--- src/rtl/alu_pkg.sv ---
// Shared opcode constants, FSM state encoding and payload types for the ALU command sequencer.
package alu_pkg;

  localparam int unsigned OPERAND_W = 4;
  localparam int unsigned OPCODE_W  = 4;
  localparam int unsigned RESULT_W  = 8;

  localparam logic [OPCODE_W-1:0] OP_ADD = 4'h0;
  localparam logic [OPCODE_W-1:0] OP_SUB = 4'h1;
  localparam logic [OPCODE_W-1:0] OP_MUL = 4'h2;
  localparam logic [OPCODE_W-1:0] OP_DIV = 4'h3;
  localparam logic [OPCODE_W-1:0] OP_AND = 4'h4;
  localparam logic [OPCODE_W-1:0] OP_OR  = 4'h5;
  localparam logic [OPCODE_W-1:0] OP_XOR = 4'h6;
  localparam logic [OPCODE_W-1:0] OP_NOT = 4'h7;
  localparam logic [OPCODE_W-1:0] OP_ENC = 4'h8;
  localparam logic [OPCODE_W-1:0] OP_NOP = 4'hF;

  localparam logic [RESULT_W-1:0] ENC_KEY_DEFAULT = 8'hAB;

  typedef enum logic [1:0] {
    ST_IDLE,
    ST_WAIT,
    ST_RESP
  } state_t;

  typedef struct packed {
    logic [OPCODE_W-1:0]  op;
    logic [OPERAND_W-1:0] a;
    logic [OPERAND_W-1:0] b;
  } cmd_t;

  typedef struct packed {
    logic [RESULT_W-1:0] result;
    logic                carry;
    logic                overflow;
    logic [OPCODE_W-1:0] op;
    logic                err;
    logic                enc_ok;
  } rsp_t;

endpackage

--- src/rtl/alu_cmd_sequencer_if.sv ---
// Command and response valid/ready bus between a requester and the ALU command sequencer.
interface alu_cmd_sequencer_if #(
  parameter int unsigned CMD_DEPTH = 4
);

  localparam int unsigned CNT_W = $clog2(CMD_DEPTH) + 1;

  logic             cmd_valid;
  logic             cmd_ready;
  logic [3:0]       cmd_a;
  logic [3:0]       cmd_b;
  logic [3:0]       cmd_op;
  logic [CNT_W-1:0] cmd_count;

  logic             rsp_valid;
  logic             rsp_ready;
  logic [7:0]       rsp_result;
  logic             rsp_carry;
  logic             rsp_overflow;
  logic [3:0]       rsp_op;
  logic             rsp_err;
  logic             rsp_enc_ok;

  modport master (
    output cmd_valid, cmd_a, cmd_b, cmd_op, rsp_ready,
    input  cmd_ready, cmd_count,
    input  rsp_valid, rsp_result, rsp_carry, rsp_overflow, rsp_op, rsp_err, rsp_enc_ok
  );

  modport slave (
    input  cmd_valid, cmd_a, cmd_b, cmd_op, rsp_ready,
    output cmd_ready, cmd_count,
    output rsp_valid, rsp_result, rsp_carry, rsp_overflow, rsp_op, rsp_err, rsp_enc_ok
  );

endinterface

--- src/rtl/alu_cmd_fifo.sv ---
// Synchronous command FIFO with registered occupancy, full and empty flags.
module alu_cmd_fifo
  import alu_pkg::*;
#(
  parameter int unsigned DEPTH = 4
) (
  input  logic                   clk,
  input  logic                   rst_n,
  input  logic                   push,
  input  logic                   pop,
  input  cmd_t                   wdata,
  output cmd_t                   rdata,
  output logic [$clog2(DEPTH):0] count,
  output logic                   full,
  output logic                   empty
);

  localparam int unsigned PTR_W = $clog2(DEPTH);
  localparam int unsigned CNT_W = $clog2(DEPTH) + 1;

  cmd_t             mem [DEPTH];
  logic [PTR_W-1:0] wr_ptr_q;
  logic [PTR_W-1:0] rd_ptr_q;
  logic [CNT_W-1:0] count_q;
  logic [CNT_W-1:0] count_d;
  logic             full_q;
  logic             empty_q;
  logic             push_en;
  logic             pop_en;

  assign push_en = push & ~full_q;
  assign pop_en  = pop & ~empty_q;

  always_comb begin
    count_d = count_q;
    case ({push_en, pop_en})
      2'b10:   count_d = count_q + CNT_W'(1);
      2'b01:   count_d = count_q - CNT_W'(1);
      default: count_d = count_q;
    endcase
  end

  // Flags are derived from the next count so they are registered alongside it.
  always_ff @(posedge clk or negedge rst_n) begin
    if (!rst_n) begin
      wr_ptr_q <= '0;
      rd_ptr_q <= '0;
      count_q  <= '0;
      full_q   <= 1'b0;
      empty_q  <= 1'b1;
    end else begin
      if (push_en) wr_ptr_q <= wr_ptr_q + PTR_W'(1);
      if (pop_en)  rd_ptr_q <= rd_ptr_q + PTR_W'(1);
      count_q <= count_d;
      full_q  <= (count_d == CNT_W'(DEPTH));
      empty_q <= (count_d == '0);
    end
  end

  always_ff @(posedge clk) begin
    if (push_en) mem[wr_ptr_q] <= wdata;
  end

  assign rdata = mem[rd_ptr_q];
  assign count = count_q;
  assign full  = full_q;
  assign empty = empty_q;

endmodule

--- src/rtl/alu_cmd_sequencer.sv ---
// Issues buffered commands to the registered ALU tile one at a time and returns
// captured results in order, with error and ENC loop-back integrity flags.
module alu_cmd_sequencer
  import alu_pkg::*;
#(
  parameter int unsigned CMD_DEPTH = 4,
  parameter int unsigned ALU_LAT   = 1,
  parameter logic [7:0]  ENC_KEY   = ENC_KEY_DEFAULT
) (
  input  logic                    clk,
  input  logic                    rst_n,
  alu_cmd_sequencer_if.slave      bus,
  output logic [RESULT_W-1:0]     alu_operands,
  output logic [OPCODE_W-1:0]     alu_opcode,
  input  logic [RESULT_W-1:0]     alu_result,
  input  logic                    alu_carry,
  input  logic                    alu_overflow
);

  localparam int unsigned LAT_W = (ALU_LAT > 0) ? $clog2(ALU_LAT + 1) : 1;

  state_t              state_q, state_d;
  logic [LAT_W-1:0]    wait_q, wait_d;
  cmd_t                cur_q, cur_d;
  logic [RESULT_W-1:0] operands_q, operands_d;
  logic [OPCODE_W-1:0] opcode_q, opcode_d;
  rsp_t                rsp_q, rsp_d;
  logic                rsp_valid_q, rsp_valid_d;

  cmd_t                head;
  cmd_t                wdata;
  logic                full;
  logic                empty;
  logic                pop;

  assign wdata = '{op: bus.cmd_op, a: bus.cmd_a, b: bus.cmd_b};

  alu_cmd_fifo #(
    .DEPTH (CMD_DEPTH)
  ) u_fifo (
    .clk   (clk),
    .rst_n (rst_n),
    .push  (bus.cmd_valid),
    .pop   (pop),
    .wdata (wdata),
    .rdata (head),
    .count (bus.cmd_count),
    .full  (full),
    .empty (empty)
  );

  // Next-state, issue and capture decisions; a pop always issues the head to the ALU.
  always_comb begin
    state_d     = state_q;
    wait_d      = wait_q;
    cur_d       = cur_q;
    operands_d  = operands_q;
    opcode_d    = opcode_q;
    rsp_d       = rsp_q;
    rsp_valid_d = rsp_valid_q;
    pop         = 1'b0;

    case (state_q)
      ST_IDLE: begin
        if (!empty) pop = 1'b1;
      end
      ST_WAIT: begin
        if (wait_q == '0) begin
          rsp_d.result   = alu_result;
          rsp_d.carry    = alu_carry;
          rsp_d.overflow = alu_overflow;
          rsp_d.op       = cur_q.op;
          rsp_d.err      = (cur_q.op > OP_ENC) || ((cur_q.op == OP_DIV) && (cur_q.b == '0));
          rsp_d.enc_ok   = (cur_q.op == OP_ENC) && ((alu_result ^ ENC_KEY) == {cur_q.a, cur_q.b});
          rsp_valid_d    = 1'b1;
          state_d        = ST_RESP;
        end else begin
          wait_d = wait_q - LAT_W'(1);
        end
      end
      ST_RESP: begin
        if (bus.rsp_ready) begin
          rsp_valid_d = 1'b0;
          if (!empty) pop = 1'b1;
          else        state_d = ST_IDLE;
        end
      end
      default: state_d = ST_IDLE;
    endcase

    if (pop) begin
      cur_d      = head;
      operands_d = {head.a, head.b};
      opcode_d   = head.op;
      wait_d     = LAT_W'(ALU_LAT);
      state_d    = ST_WAIT;
    end
  end

  always_ff @(posedge clk or negedge rst_n) begin
    if (!rst_n) begin
      state_q     <= ST_IDLE;
      wait_q      <= '0;
      cur_q       <= '0;
      operands_q  <= '0;
      opcode_q    <= OP_NOP;
      rsp_q       <= '0;
      rsp_valid_q <= 1'b0;
    end else begin
      state_q     <= state_d;
      wait_q      <= wait_d;
      cur_q       <= cur_d;
      operands_q  <= operands_d;
      opcode_q    <= opcode_d;
      rsp_q       <= rsp_d;
      rsp_valid_q <= rsp_valid_d;
    end
  end

  assign alu_operands     = operands_q;
  assign alu_opcode       = opcode_q;
  assign bus.cmd_ready    = ~full;
  assign bus.rsp_valid    = rsp_valid_q;
  assign bus.rsp_result   = rsp_q.result;
  assign bus.rsp_carry    = rsp_q.carry;
  assign bus.rsp_overflow = rsp_q.overflow;
  assign bus.rsp_op       = rsp_q.op;
  assign bus.rsp_err      = rsp_q.err;
  assign bus.rsp_enc_ok   = rsp_q.enc_ok;

endmodule

--- src/flat_wrapper.sv ---
// flat-port wrapper written by rule: the top's interface ports become plain ports
module alu_cmd_sequencer_flat import alu_pkg::*;
#(
  parameter int unsigned CMD_DEPTH = 4,
  parameter int unsigned ALU_LAT   = 1,
  parameter logic [7:0]  ENC_KEY   = ENC_KEY_DEFAULT
)
  (clk, rst_n, alu_operands, alu_opcode, alu_result, alu_carry, alu_overflow, bus_cmd_valid, bus_cmd_a, bus_cmd_b, bus_cmd_op, bus_rsp_ready, bus_cmd_ready, bus_cmd_count, bus_rsp_valid, bus_rsp_result, bus_rsp_carry, bus_rsp_overflow, bus_rsp_op, bus_rsp_err, bus_rsp_enc_ok);
  alu_cmd_sequencer_if #(.CMD_DEPTH(CMD_DEPTH)) bus_i ();
  input  logic clk;
  input  logic rst_n;
  output logic [RESULT_W-1:0] alu_operands;
  output logic [OPCODE_W-1:0] alu_opcode;
  input  logic [RESULT_W-1:0] alu_result;
  input  logic alu_carry;
  input  logic alu_overflow;
  input wire logic [$bits(bus_i.cmd_valid)-1:0] bus_cmd_valid;
  input wire logic [$bits(bus_i.cmd_a)-1:0] bus_cmd_a;
  input wire logic [$bits(bus_i.cmd_b)-1:0] bus_cmd_b;
  input wire logic [$bits(bus_i.cmd_op)-1:0] bus_cmd_op;
  input wire logic [$bits(bus_i.rsp_ready)-1:0] bus_rsp_ready;
  output wire logic [$bits(bus_i.cmd_ready)-1:0] bus_cmd_ready;
  output wire logic [$bits(bus_i.cmd_count)-1:0] bus_cmd_count;
  output wire logic [$bits(bus_i.rsp_valid)-1:0] bus_rsp_valid;
  output wire logic [$bits(bus_i.rsp_result)-1:0] bus_rsp_result;
  output wire logic [$bits(bus_i.rsp_carry)-1:0] bus_rsp_carry;
  output wire logic [$bits(bus_i.rsp_overflow)-1:0] bus_rsp_overflow;
  output wire logic [$bits(bus_i.rsp_op)-1:0] bus_rsp_op;
  output wire logic [$bits(bus_i.rsp_err)-1:0] bus_rsp_err;
  output wire logic [$bits(bus_i.rsp_enc_ok)-1:0] bus_rsp_enc_ok;
  assign bus_i.cmd_valid = bus_cmd_valid;
  assign bus_i.cmd_a = bus_cmd_a;
  assign bus_i.cmd_b = bus_cmd_b;
  assign bus_i.cmd_op = bus_cmd_op;
  assign bus_i.rsp_ready = bus_rsp_ready;
  assign bus_cmd_ready = bus_i.cmd_ready;
  assign bus_cmd_count = bus_i.cmd_count;
  assign bus_rsp_valid = bus_i.rsp_valid;
  assign bus_rsp_result = bus_i.rsp_result;
  assign bus_rsp_carry = bus_i.rsp_carry;
  assign bus_rsp_overflow = bus_i.rsp_overflow;
  assign bus_rsp_op = bus_i.rsp_op;
  assign bus_rsp_err = bus_i.rsp_err;
  assign bus_rsp_enc_ok = bus_i.rsp_enc_ok;
  alu_cmd_sequencer #(.CMD_DEPTH(CMD_DEPTH), .ALU_LAT(ALU_LAT), .ENC_KEY(ENC_KEY)) u_core (.clk(clk), .rst_n(rst_n), .bus(bus_i), .alu_operands(alu_operands), .alu_opcode(alu_opcode), .alu_result(alu_result), .alu_carry(alu_carry), .alu_overflow(alu_overflow));
endmodule
--- config.mk ---
export PLATFORM = sky130hd
export DESIGN_NAME = alu_cmd_sequencer_flat
export DESIGN_NICKNAME = d
export VERILOG_FILES = /design/src/rtl/alu_pkg.sv /design/src/rtl/alu_cmd_sequencer_if.sv /design/src/rtl/alu_cmd_fifo.sv /design/src/rtl/alu_cmd_sequencer.sv /design/src/flat_wrapper.sv
export SDC_FILE = /design/constraint.sdc
export NUM_CORES = 1
export LEC_CHECK = 0
export BUFFER_PORTS_ARGS = -buffer_cell sky130_fd_sc_hd__buf_2
export CORE_MARGIN = 3
export CORE_UTILIZATION = 25
export DETAILED_ROUTE_END_ITERATION = 6
export PLACE_DENSITY = 0.52
export SLEW_MARGIN = 10
export SYNTH_ARGS = -nofsm -noshare
export SYNTH_HDL_FRONTEND = slang
export SYNTH_SLANG_ARGS = --single-unit
--- constraint.sdc ---
create_clock -name clk -period 6.9 [get_ports clk]
set_clock_uncertainty 0.1 [all_clocks]
set_input_delay 0 -clock clk [delete_from_list [all_inputs] [get_ports clk]]
set_output_delay 0 -clock clk [all_outputs]
set_load 0.01 [all_outputs]
* Word-level counts from Yosys, hierarchy flattened *
Memories as Yosys holds them, arrays and structs flattened.
Index checks and enable logic that the tools add are counted.

storage, ports and cells
  register bits = 53
  latch bits = 0
  memory bits (writable) = 48
  memory bits (read-only) = 0
  output and inout bits = 33
  logic and storage cells = 74
  memories = 1

memories
  memory             words  width  rd ports  clocked after Yosys merged registers in  wr ports  RTL line            source
  u_core.u_fifo.mem  4      12     1         0                                        1         alu_cmd_fifo.sv:21  cmd_t mem [DEPTH];

operators by class
  $add $sub $neg = 5
  $mul = 0
  div/mod/pow operators = 0
  order comparisons = 1
  equal/unequal tests = 14
  shift operators = 0
  muxes and demuxes = 17
  bitwise logic cells = 6
  reduce and logical (&&, ||, !) cells = 11

operators by type and width
  kind                                                   number
  2-to-1 mux 1 bit                                       9
  inequality test 3 bit (second input constant)          3
  equality test 8 bit                                    1
  2-to-1 mux 2 bit                                       4
  inequality test 2 bit (second input constant)          3
  case mux 2 bit (3 select lines)                        1
  case mux 3 bit (2 select lines)                        1
  NOT 5 bit                                              1
  adder 2 x 1 -> 2 bit (second input constant)           2
  equality test 2 x 1 -> 1 bit (second input constant)   2
  equality test 2 bit (second input constant)            2
  equality test 4 x 2 -> 1 bit (second input constant)   1
  equality test 4 bit (second input constant)            1
  greater-than comparator 4 bit (second input constant)  1
  logical NOT 4 bit                                      1
  case mux 1 bit (2 select lines)                        2
  AND reduction 4 bit                                    1
  nonzero test 2 bit                                     2
  adder 3 x 1 -> 3 bit (second input constant)           1
  equality test 3 bit (second input constant)            1
  logical NOT 3 bit                                      1
  NOT 1 bit                                              3
  AND reduction 3 bit                                    1
  subtractor 3 x 1 -> 3 bit (second input constant)      1
  other kinds (6)                                        8

* Depth between registers and ports, before layout *
  depth in word-level cells = 7
  gate-level depth with buffers = 9

* Hierarchy *
From an unflattened synthesis, not the netlist that was laid out.

second synthesis, totals
  cell total of the unflattened synthesis = 220
  area total of the unflattened synthesis = 3876.2 sq um

by module, submodules not included
  module             instances  cells each  area each (sq um)
  alu_cmd_fifo       1          111         2262.2
  alu_cmd_sequencer  1          109         1614.0

* Worst setup path before layout *
No wires, ideal clock.

  path type = register to register
  from = reg u_core.u_fifo.empty_q (netlist: u_core.u_fifo.empty)
  to = reg u_core.u_fifo.count_q[2] (netlist: u_core.u_fifo.count[2])
  setup time = 0.124 ns
  data arrival time = 1.965 ns
  data required time = 6.676 ns
  path slack = 4.711 ns
  stages on the path, launching flop included = 10
  buffers on the path = 1
  period minus slack after synthesis = 2.189 ns
  path through = dfstp_2 > nor2_1 > nand2_1 > buf_2 > inv_2 > ha_1 > fa_1 > xnor2_1 > o21a_1 > or2_1

on the way
  longest elaborated chain between the ends = 6

RTL lines
  what                                                                        RTL line                                          source
  start, declared                                                             alu_cmd_fifo.sv:27                                logic empty_q;
  start signal, assigned                                                      alu_cmd_fifo.sv:56                                empty_q <= (count_d == '0);
  2-to-1 mux 1 bit                                                            alu_cmd_sequencer.sv:65, alu_cmd_sequencer.sv:84
  2-to-1 mux 1 bit                                                            alu_cmd_sequencer.sv:82                           if (bus.rsp_ready) begin
  case mux 1 bit (2 select lines)                                             alu_cmd_sequencer.sv:63                           case (state_q)
  AND 1 bit (*)                                                               alu_cmd_fifo.sv:32                                assign pop_en = pop & ~empty_q;
  equality test 2 x 1 -> 1 bit / equality test 2 bit (equally long branches)  alu_cmd_fifo.sv:36                                case ({push_en, pop_en})
  case mux 3 bit (2 select lines) (*)                                         alu_cmd_fifo.sv:36
  via u_core.u_fifo.count_d[2]                                                alu_cmd_fifo.sv:25                                logic [CNT_W-1:0] count_d;
  end signal, assigned                                                        alu_cmd_fifo.sv:54                                count_q <= count_d;
  end, declared                                                               alu_cmd_fifo.sv:24                                logic [CNT_W-1:0] count_q;

The timed path passes the listed nets; every way through them passes the cells marked *.
A chain may end at the register's enable or synchronous reset.

* Worst setup path after layout *
  from = reg u_core.state_q[1]
  to = reg u_core.u_fifo.count_q[2] (netlist: u_core.u_fifo.count[2])

on the way
  longest elaborated chain between the ends = 5

RTL lines
  what                                                                        RTL line                  source
  start, declared                                                             alu_cmd_sequencer.sv:22   state_t state_q, state_d;
  start signal, assigned                                                      alu_cmd_sequencer.sv:110  state_q <= state_d;
  equality test 2 bit / logical NOT 2 bit (equally long branches)             alu_cmd_sequencer.sv:63
  case mux 1 bit (2 select lines) (*)                                         alu_cmd_sequencer.sv:63
  AND 1 bit (*)                                                               alu_cmd_fifo.sv:32
  equality test 2 x 1 -> 1 bit / equality test 2 bit (equally long branches)  alu_cmd_fifo.sv:36
  case mux 3 bit (2 select lines) (*)                                         alu_cmd_fifo.sv:36
  via u_core.u_fifo.count_d[2]                                                alu_cmd_fifo.sv:25

Marked as above.

==> metrics.txt <==
Max Slew Vio Count=0; Worst Path Arrival=2770 ps; final wirelength=7150 um; Max Clock Freq=377 MHz; Pre-antenna DRT Iters=4; CTS buffer count=9; RR Startpoint=u_core.state_q[1]; Die W=129 um; num rows=44; status=completed; max_slew headroom=33.5%; WS Path Type=reg -> reg; net switching power=0.656 mW; H-tree depth=3; Ys Warns=0; GR Layer Usage met2=14.5%; most frequent cells in the layout=buf_2 (58), edfxtp_1 (48), dfrtp_1 (40); vias in the first global route=2,130; Sink Count=a little over 90; Netlist cell types=40; Worst Hold Depth=3; antenna fix cells=0; Hold Path Class=in -> reg; number of max-cap violations=0; pre-CTS WS=4240 ps; # nets final=333; Die Height=129 um; Final setup viols=0; GR Util met1=a little under an eighth; CTS tree=done; final worst slack=4250 ps; Crit path required time=around 7000 ps; initial DRC count=128; WHS=31.9 ps; r2r setup slk=4250 ps; period utilization=approximately two fifths; CP top delay family=simple AND/OR/NAND/NOR gates; setup bufs post-CTS=0; internal power=1.44 mW; layout cells sized above 1=32.8%; total grt overflow=0; post-synthesis cell area=~3800 sq um; Post-Syn Area per Cell=16.9 sq um; crit-path max FO=20; PD cells=~440 nW/um^2; routed via count=between 2k and 2.5k; CP bufs+invs=1; antenna violations before repair=0; r2r endpoint=u_core.u_fifo.count[2]; Seq cells post-synth=93; syn nets=roughly 260; post-cts hold buffer count=24; starting density of the core=25.8%; RSZ-0062 raised after global routing=no; Least-Margin Pin Slew=~1000 ps; Detail Route Antenna Nets=0; worst-skew pair later-pin latency=330 ps; die area=16,600 sq um; Wirelength per Cell=between 10 and 15 um; core box area=14,600 sq um; slowest stage delay, CP=600 ps; combinational power share=a little under a third; maximum VDD drop=169 uV; Area Overhead vs Synth=25.0%; cells along the critical path=nand2b_1, nand2_1, inv_2, ha_1, fa_1, xnor2_1, o21a_1, or2_1; Final Critical Period=roughly 2700 ps; top_reg_cell synth=edfxtp_1; critical path's slowest cell=nand2_1; Bufs on Longest Clock Path=2; EDFF count, synth=48; IO Count=59; Flop pwr share=44.7%; register area share after synthesis=68.2%; busiest grt layer=met2; vias per cell=around 4.1; commonest non-fill, non-tap cell in the layout=buf_2; Async SR Flop Fraction=48.4%; Synth Instances=223; Buffers on Ports=58; DRC errors left=0; CTS clk-pin slew, worst paths=approximately 60 ps; post_cts resized=0; part of the power in the clock network=~24%; Hold Crit Endpoint=u_core.u_fifo.wr_ptr_q[1]; GRT Overall Usage=a little under a tenth; CP Capture Type=register; Fin. Hold Viols=0; Critical Path Start Type=register; hold path start=bus_cmd_valid; post-detail-place hpwl=4900 um; worst-case reg-to-reg path depth=8; sw frac=31.3%; gpl congestion=0.694; Root Driver=clkbuf_16; met3 global-route usage=3.36%; fill cell total of the finished layout=1,436; first-pass GRT wire length=11,500 um; total leakage power=around 1.9 nW; largest net degree at the start of global routing=46; Fin Setup TNS=0 ps
-- synthesized netlist by cell type (2+ instances only) --
cell | number | area, sq um
nand2b_1 | 2 | 12.5
ha_1 | 5 | 62.6
nand2_1 | 5 | 18.8
nor2_1 | 7 | 26.3
xnor2_1 | 8 | 70.1
and2_1 | 4 | 25.0
mux4_2 | 12 | 270
buf_6 | 2 | 22.5
mux2_2 | 8 | 90.1
nor3_1 | 3 | 15.0
nand4_1 | 3 | 18.8
inv_1 | 6 | 22.5
xor2_1 | 5 | 43.8
edfxtp_1 | 48 | 1440
dfstp_2 | 5 | 131
buf_4 | 9 | 67.6
a21o_1 | 8 | 60.1
and3_1 | 4 | 25.0
dfrtp_1 | 40 | 1000
nand3_1 | 2 | 10.0
mux2_1 | 15 | 169
a21oi_1 | 2 | 10.0
buf_2 | 3 | 15.0
-- registers in the layout, summed over array words and instances, names as in the netlist --
| register | flops |
|---|---|
| u_core.u_fifo.count | 3 |
| u_core.u_fifo.rd_ptr_q | 2 |
| u_core.alu_operands | 8 |
| u_core.u_fifo.mem | 48 |
| u_core.bus.rsp_op | 4 |
| u_core.bus.rsp_valid | 1 |
| u_core.bus.rsp_overflow | 1 |
| u_core.bus.rsp_err | 1 |
| u_core.bus.rsp_result | 8 |
| u_core.bus.rsp_enc_ok | 1 |
| u_core.u_fifo.empty | 1 |
| u_core.u_fifo.full | 1 |
| u_core.wait_q | 1 |
| u_core.bus.rsp_carry | 1 |
| u_core.cur_q | 4 |
| u_core.u_fifo.wr_ptr_q | 2 |
| u_core.state_q | 2 |
| u_core.alu_opcode | 4 |
-- how the worst max path moves through the flow --
stage                   startpoint                endpoint  slack, ps  cells after the start
6_report         u_core.state_q[1]  u_core.u_fifo.count[2]       4250                      8
5_1_grt          u_core.state_q[1]  u_core.u_fifo.count[2]       4030                      8
4_1_cts          u_core.state_q[1]  u_core.u_fifo.count[2]       4220                      8
3_5_place_dp     u_core.state_q[1]  u_core.u_fifo.count[2]       4240                      8
3_3_place_gp   u_core.u_fifo.empty  u_core.u_fifo.count[2]       4310                      8
2_1_floorplan  u_core.u_fifo.empty  u_core.u_fifo.count[2]       4710                      9
-- power groups by stage --
stage / registers, mW / logic (mW) / clock network, mW
3_5_place_dp: 0.956 / 0.659 / 0
4_1_cts: 0.947 / 0.671 / 0.519
5_1_grt: 0.971 / 0.733 / 0.543
6_report: 0.938 / 0.655 / 0.505
2_1_floorplan: 0.918 / 0.513 / 0
3_3_place_gp: 0.950 / 0.651 / 0
-- worst reg2reg max path, delay by kind of cell (launching register included) --
| family | cells | cell delay, ps |
|---|---|---|
| simple gates | 3 | 1000 |
| fa+ha+maj | 2 | 630 |
| flops | 1 | 420 |
| compound gates | 1 | 190 |
| xor+xnor | 1 | 150 |
| buf+inv | 1 | 50 |
-- through the flow --
stage	util (%)	cell area, sq um	total power, mW	std cells
2_1_floorplan	-	3770	1.43	223
3_3_place_gp	28.5	4170	1.60	450
3_5_place_dp	28.5	4170	1.61	450
4_1_cts	32.2	4720	2.14	489
5_1_grt	32.2	4720	2.25	489
6_report	32.2	4720	2.10	489
-- cell type report --
class / instances / area [sq um] / area share (%)
Sequential cell: 93 / 2570 / 54.6
Timing Repair Buffer: 83 / 538 / 11.4
Clock buffer: 9 / 225 / 4.78
Tap cell: 184 / 230 / 4.88
Inverter: 7 / 26.3 / 0.557
Multi-Input combinational cell: 107 / 1040 / 22.1
Clock inverter: 6 / 78.8 / 1.67
-- routing by layer --
metal | vias to the layer above | share of wire, %
li1 | 967 | -
met1 | 1001 | 47
met2 | 49 | 46
met3 | 8 | 5.2
met4 | 0 | 1.6
met5 | - | 0
-- kinds of logic (layout without fill, tap and decap cells) --
logic type               count (synthesis)  in the layout  share of synthesized area, %
flip-flops                              93             93                          68.2
XOR/XNOR                                13             13                          3.02
buffers and inverters                   23            105                          4.11
AO/OA/AOI/OAI                           17             17                          3.18
adder cells (fa/ha/maj)                  6              6                          2.19
multiplexers                            35             35                          14.0
AND/OR/NAND/NOR                         36             36                          5.24
No activity file was read; power rests on OpenSTA's default activity.
